## src/rtl/alu_ctrl_pkg.sv

```systemverilog
// rtl/alu_ctrl_pkg.sv - shared encodings for the ALU control sequencer
package alu_ctrl_pkg;

    // ALU select codes driven to the datapath
    localparam logic [3:0] SEL_AND = 4'b0000;
    localparam logic [3:0] SEL_OR  = 4'b0001;
    localparam logic [3:0] SEL_ADD = 4'b0010;
    localparam logic [3:0] SEL_MUL = 4'b0011;
    localparam logic [3:0] SEL_DIV = 4'b0100;
    localparam logic [3:0] SEL_SUB = 4'b0110;
    localparam logic [3:0] SEL_SLT = 4'b0111;
    localparam logic [3:0] SEL_NOP = 4'b1000;

    // Main-control ALU classes
    localparam logic [2:0] ALUOP_ADD   = 3'b000;
    localparam logic [2:0] ALUOP_SUB   = 3'b001;
    localparam logic [2:0] ALUOP_RTYPE = 3'b010;
    localparam logic [2:0] ALUOP_AND   = 3'b011;
    localparam logic [2:0] ALUOP_OR    = 3'b100;
    localparam logic [2:0] ALUOP_SLT   = 3'b101;

    // R-type funct field codes
    localparam logic [5:0] FUNCT_ADD = 6'b100000;
    localparam logic [5:0] FUNCT_AND = 6'b100100;
    localparam logic [5:0] FUNCT_OR  = 6'b100101;
    localparam logic [5:0] FUNCT_SUB = 6'b100010;
    localparam logic [5:0] FUNCT_SLT = 6'b101010;
    localparam logic [5:0] FUNCT_NOP = 6'b000000;
    localparam logic [5:0] FUNCT_MUL = 6'b000010;
    localparam logic [5:0] FUNCT_DIV = 6'b011010;

    typedef enum logic {
        ST_IDLE = 1'b0,
        ST_BUSY = 1'b1
    } state_t;

    // Only MUL and DIV can occupy the ALU for more than one cycle
    function automatic logic is_multicycle(input logic [3:0] s);
        return (s == SEL_MUL) || (s == SEL_DIV);
    endfunction

endpackage

```

## src/rtl/alu_ctrl_decode.sv

```systemverilog
// rtl/alu_ctrl_decode.sv - combinational ALUOp/Func to ALU select decoder
module alu_ctrl_decode
    import alu_ctrl_pkg::*;
(
    input  logic [2:0] ALUOp,
    input  logic [5:0] Func,
    output logic [3:0] sel,
    output logic       illegal,
    output logic       multicycle
);

    // Class decode first; R-type falls through to the funct table.
    // Undefined encodings select NOP so nothing stale reaches the ALU.
    always_comb begin
        sel     = SEL_NOP;
        illegal = 1'b0;
        case (ALUOp)
            ALUOP_ADD: sel = SEL_ADD;
            ALUOP_SUB: sel = SEL_SUB;
            ALUOP_AND: sel = SEL_AND;
            ALUOP_OR:  sel = SEL_OR;
            ALUOP_SLT: sel = SEL_SLT;
            ALUOP_RTYPE: begin
                case (Func)
                    FUNCT_ADD: sel = SEL_ADD;
                    FUNCT_AND: sel = SEL_AND;
                    FUNCT_OR:  sel = SEL_OR;
                    FUNCT_SUB: sel = SEL_SUB;
                    FUNCT_SLT: sel = SEL_SLT;
                    FUNCT_NOP: sel = SEL_NOP;
                    FUNCT_MUL: sel = SEL_MUL;
                    FUNCT_DIV: sel = SEL_DIV;
                    default:   illegal = 1'b1;
                endcase
            end
            default: illegal = 1'b1;
        endcase
    end

    assign multicycle = is_multicycle(sel);

endmodule

```

## src/rtl/alu_ctrl_seq.sv

```systemverilog
// rtl/alu_ctrl_seq.sv - registered ALU control with multi-cycle MUL/DIV sequencing
module alu_ctrl_seq
    import alu_ctrl_pkg::*;
#(
    parameter int MUL_LAT = 4,
    parameter int DIV_LAT = 32
) (
    input  logic       clk,
    input  logic       rst,
    input  logic       valid_in,
    input  logic [2:0] ALUOp,
    input  logic [5:0] Func,
    input  logic       flush,
    output logic       in_ready,
    output logic [3:0] sel,
    output logic       sel_valid,
    output logic       busy,
    output logic       done,
    output logic       illegal
);

    localparam int MAX_LAT = (MUL_LAT > DIV_LAT) ? MUL_LAT : DIV_LAT;
    localparam int CNT_W   = $clog2(MAX_LAT + 1);

    // Counter load values: remaining cycles after the first one
    localparam logic [CNT_W-1:0] MUL_LOAD = CNT_W'(MUL_LAT - 1);
    localparam logic [CNT_W-1:0] DIV_LOAD = CNT_W'(DIV_LAT - 1);

    state_t           state_q, state_d;
    logic [CNT_W-1:0] cnt_q, cnt_d;
    logic [3:0]       sel_q, sel_d;
    logic             sel_valid_q, sel_valid_d;
    logic             illegal_q, illegal_d;

    logic [3:0]       dec_sel;
    logic             dec_illegal;
    logic             dec_multi;
    logic [CNT_W-1:0] op_load;
    logic             goes_busy;
    logic             accept;

    alu_ctrl_decode u_decode (
        .ALUOp      (ALUOp),
        .Func       (Func),
        .sel        (dec_sel),
        .illegal    (dec_illegal),
        .multicycle (dec_multi)
    );

    // A live op finishes on the cycle its counter has run out; single-cycle
    // ops are loaded with zero so they finish on their only cycle.
    assign done     = sel_valid_q & (cnt_q == '0);
    assign busy     = (state_q == ST_BUSY);
    assign in_ready = (state_q == ST_IDLE) | done;
    assign accept   = valid_in & in_ready & ~flush;

    // A latency of one collapses MUL/DIV into an ordinary single-cycle op
    assign op_load   = (dec_sel == SEL_DIV) ? DIV_LOAD : MUL_LOAD;
    assign goes_busy = dec_multi & (op_load != '0);

    // State, counter and output registers
    always_ff @(posedge clk or posedge rst) begin
        if (rst) begin
            state_q     <= ST_IDLE;
            cnt_q       <= '0;
            sel_q       <= SEL_NOP;
            sel_valid_q <= 1'b0;
            illegal_q   <= 1'b0;
        end else begin
            state_q     <= state_d;
            cnt_q       <= cnt_d;
            sel_q       <= sel_d;
            sel_valid_q <= sel_valid_d;
            illegal_q   <= illegal_d;
        end
    end

    // Next state: flush beats accept, accept beats countdown, otherwise drain to NOP
    always_comb begin
        state_d     = state_q;
        cnt_d       = cnt_q;
        sel_d       = sel_q;
        sel_valid_d = sel_valid_q;
        illegal_d   = illegal_q;
        if (flush) begin
            state_d     = ST_IDLE;
            cnt_d       = '0;
            sel_d       = SEL_NOP;
            sel_valid_d = 1'b0;
            illegal_d   = 1'b0;
        end else if (accept) begin
            sel_d       = dec_sel;
            sel_valid_d = 1'b1;
            illegal_d   = dec_illegal;
            if (goes_busy) begin
                state_d = ST_BUSY;
                cnt_d   = op_load;
            end else begin
                state_d = ST_IDLE;
                cnt_d   = '0;
            end
        end else if ((state_q == ST_BUSY) && (cnt_q != '0)) begin
            cnt_d = cnt_q - CNT_W'(1);
        end else begin
            state_d     = ST_IDLE;
            cnt_d       = '0;
            sel_d       = SEL_NOP;
            sel_valid_d = 1'b0;
            illegal_d   = 1'b0;
        end
    end

    assign sel       = sel_q;
    assign sel_valid = sel_valid_q;
    assign illegal   = illegal_q;

endmodule

```

## config.mk

```make
export PLATFORM = sky130hd
export DESIGN_NAME = alu_ctrl_seq
export DESIGN_NICKNAME = d
export VERILOG_FILES = /design/src/rtl/alu_ctrl_pkg.sv /design/src/rtl/alu_ctrl_decode.sv /design/src/rtl/alu_ctrl_seq.sv
export SDC_FILE = /design/constraint.sdc
export NUM_CORES = 1
export LEC_CHECK = 0
export ABC_AREA = 1
export CORE_UTILIZATION = 50
export DETAILED_ROUTE_END_ITERATION = 8
export MAX_ROUTING_LAYER = met4
export PLACE_DENSITY = 0.81
export SYNTH_ARGS = -nofsm -noshare
export SYNTH_HDL_FRONTEND = slang
export SYNTH_SLANG_ARGS = --single-unit
```

## constraint.sdc

```tcl
create_clock -name clk -period 3.98 [get_ports clk]
set_input_delay 0.995 -clock clk [delete_from_list [all_inputs] [get_ports clk]]
set_output_delay 0.995 -clock clk [all_outputs]
set_load 0.02 [all_outputs]
```

==> impl_metrics.toml <==
[clock_network]
cts_root_buf = "clkbuf_4"
clockBufferDepth = 2
cts_buffers = 3
cts_resized = 0
cts.clk_slew.worst_paths_ns = 0.07
clock_latency_ns = 0.27
ctsHtreeMaxLevel = 1
cts_tree = "done"
post-cts-setup-buffers = 0
cts.sinks = 13
holdBufCountCts = 0

[setup_path]
worstPathMaxFanout = 4
cpPeakStageDelay_ns = 0.60
arrival_ns = 1.76
rr_endpoint = "cnt_q[0]"
r2r-start = "cnt_q[0]"
r2r_slack_ns = 2.53
end_kind = "output port"
worstPathCellList = "inv_1, ha_1, nand4_2, nand2_2, clkdlybuf4s50_1"
critPathSlowestCell = "clkdlybuf4s50_1"
worstPathRequired_ns = 2.98
crit_type = "flop to output port"
r2r_cells = 7
worst_setup_path_start_kind = "flop"

[final_layout]
num_antenna_cells = 0
drive_gt1_share_pct = 21.3
syn_to_final_growth_pct = 29.2
nets = 152
final_cells = 152

[die]
fp-row-count = 14
dieArea_um2 = 1930
die_y_um = 43.9
fp.dieW_um = 43.9
coreArea_um2 = 1580
initial_utilization_pct = 55.8
pin_count = 22

[power_and_ir_drop]
internal_power_mw = 0.209
power_frac_seq_pct = 48.1
p_sw_share_pct = 28.4
p_total_mw = 0.292
ir_worst_vdd_mv = 0.136
clockPowerShare_pct = 27.2
pwr-share-comb_pct = 24.8
switchingPower_mw = 0.0829
leakagePower_nw = 0.574
power.density_nw_per_um2 = 257

[yosys]
synth_seq_area_share_pct = 37.1
yosys.area.top_type = "dfrtp_1"
async_reset_ff_share_pct = 100
synth_area_per_cell_um2 = 7.92
netlist_instances = 111
synth_edf_count = 0
syn-num-nets = 126
yosys_register_bits = 13
synthTopCellsByArea = "dfrtp_1, nand2_1, nand3_1"
synthesis.area_um2 = 880
ys.flop_type = "dfrtp_1"
ys_types = 28
ys_warn_count = 0
synth_top_cell_area_share_pct = 34.1
synthTopCellsByCount = "nand2_1, nand3_1, dfrtp_1"
synth.most_common_cell = "nand2_1"

[timing]
tightestPinTransition_ns = 0.469
max_slew_margin_pct = 68.7
finalHoldViolations = 0
slew_violations = 0
period_share_pct = 69.3
finClkSkew_ns = 0.00113
fmax_mhz = 362
grt_setup_unrepaired = "no"
min_period_ns = 2.76
finalSetupViolCount = 0
tns_ns = 0

[placed_design]
dp.cells = 148
globalplace.congestion = 0.769
io_buffers = 21
hpwl_um = 1350

[detailed_routing]
via_per_inst = 5.03
drc_errors = 1
drt_iter0_drc = 10
wl_per_cell_um = 10.7
num_vias = 764
ant_nets = 0
dr.pass1.iters = 8
routed_wl_um = 1630

[run_status]
status = "finished with violations"
failed_checks = "DRC"

[global_routing]
grt_start_max_net_pins = 14
grt_usage_pct = 21.2
grt_pass1_wl_um = 2840
grt_pass1_vias = 706
antenna_found_initial = 0
gr-total-overflow = 0

[worst_hold_path]
hold-path-endpoint = "sel[1]"
hold_depth = 2
min_from = "sel[1]"
hp-class = "flop to flop"

[job]
drv_cap = 0
## cell families (layout without fill, tap and decap cells)
logic type | Yosys count | in the layout | synth area share [%]
fa+ha+maj | 2 | 2 | 2.84
simple gates | 66 | 66 | 41.1
buf+inv | 16 | 41 | 6.97
xor+xnor | 4 | 4 | 3.98
compound gates | 10 | 10 | 7.97
flops | 13 | 13 | 37.1
## power by group through the flow
stage | Combinational, mW | Sequential (mW) | Clock, mW
3_3_place_gp | 0.0717 | 0.143 | 0
4_1_cts | 0.0732 | 0.141 | 0.0818
6_report | 0.0723 | 0.140 | 0.0793
3_5_place_dp | 0.0729 | 0.143 | 0
2_1_floorplan | 0.0383 | 0.147 | 0
5_1_grt | 0.0804 | 0.141 | 0.0867
## how the worst max path moves through the flow
stage | startpoint | to | slack [ns]
floorplan | cnt_q[0] | done | 2.10
global placement | cnt_q[0] | in_ready | 1.55
detailed placement | cnt_q[0] | in_ready | 1.50
CTS | cnt_q[0] | in_ready | 1.20
global route | cnt_q[0] | in_ready | 1.14
finish | cnt_q[0] | in_ready | 1.22
## metal layers
metal	vias up	wire (um)	GRT usage, %
met5	-	0	-
li1	409	-	-
met1	340	725	25.1
met2	13	842	35.2
met3	2	34	2.50
met4	0	23	10.9
## final cells by class
type,count,area (um^2)
tap,16,20.0
timing repair buffer,21,210
fill,131,440
multi-input combinational,82,492
sequential,13,327
clock buffer,4,26.3
inverter,16,61.3
## critical path: cells and delay by family, from the launching register on
kind          cells  cell delay [ns]
flops             1             0.36
buf+inv           2             0.71
simple gates      2             0.22
fa+ha+maj         1             0.19
## through the flow
| step | hold WS, ns | setup slack (ns) | area [um^2] | util [%] |
|---|---|---|---|---|
| after floorplan | 0.531 | 2.10 | 880 | - |
| after global routing | 0.528 | 1.14 | 1140 | 72.1 |
| after global placement | 0.467 | 1.55 | 1110 | 70.4 |
| after detailed placement | 0.474 | 1.50 | 1110 | 70.4 |
| after CTS | 0.494 | 1.20 | 1140 | 72.1 |
| final | 0.490 | 1.22 | 1140 | 72.1 |
## sequential cells by signal, summed over array words and instances (netlist names)
| name | count |
|---|---|
| cnt_q | 6 |
| sel | 4 |
| busy | 1 |
| illegal | 1 |
| sel_valid | 1 |
## layout by cell type (no fill, tap or decap)
| cell type | Yosys | routed |
|---|---|---|
| a21boi_2 | 1 | 1 |
| a21o_1 | 1 | 1 |
| a21oi_2 | 2 | 2 |
| and2_1 | 1 | 1 |
| clkbuf_1 | 0 | 1 |
| clkbuf_4 | 0 | 3 |
| clkdlybuf4s50_1 | 0 | 21 |
| clkinv_2 | 1 | 1 |
| dfrtp_1 | 12 | 12 |
| dfstp_2 | 1 | 1 |
| ha_1 | 2 | 2 |
| inv_1 | 11 | 11 |
| inv_2 | 4 | 4 |
| nand2_1 | 22 | 22 |
| nand2_2 | 3 | 3 |
| nand3_1 | 13 | 13 |
| nand3_2 | 3 | 3 |
| nand3_4 | 1 | 1 |
| nand4_1 | 2 | 2 |
| nand4_2 | 1 | 1 |
| nor2_1 | 11 | 11 |
| nor2_2 | 3 | 3 |
| nor2_4 | 2 | 2 |
| nor3_1 | 1 | 1 |
| nor3_4 | 1 | 1 |
| o21ai_0 | 1 | 1 |
| o21ai_1 | 4 | 4 |
| o21ai_2 | 1 | 1 |
| or2_2 | 2 | 2 |
| xnor2_1 | 2 | 2 |
| xor2_1 | 2 | 2 |
Note: power is estimated with default switching activity, not from simulation.
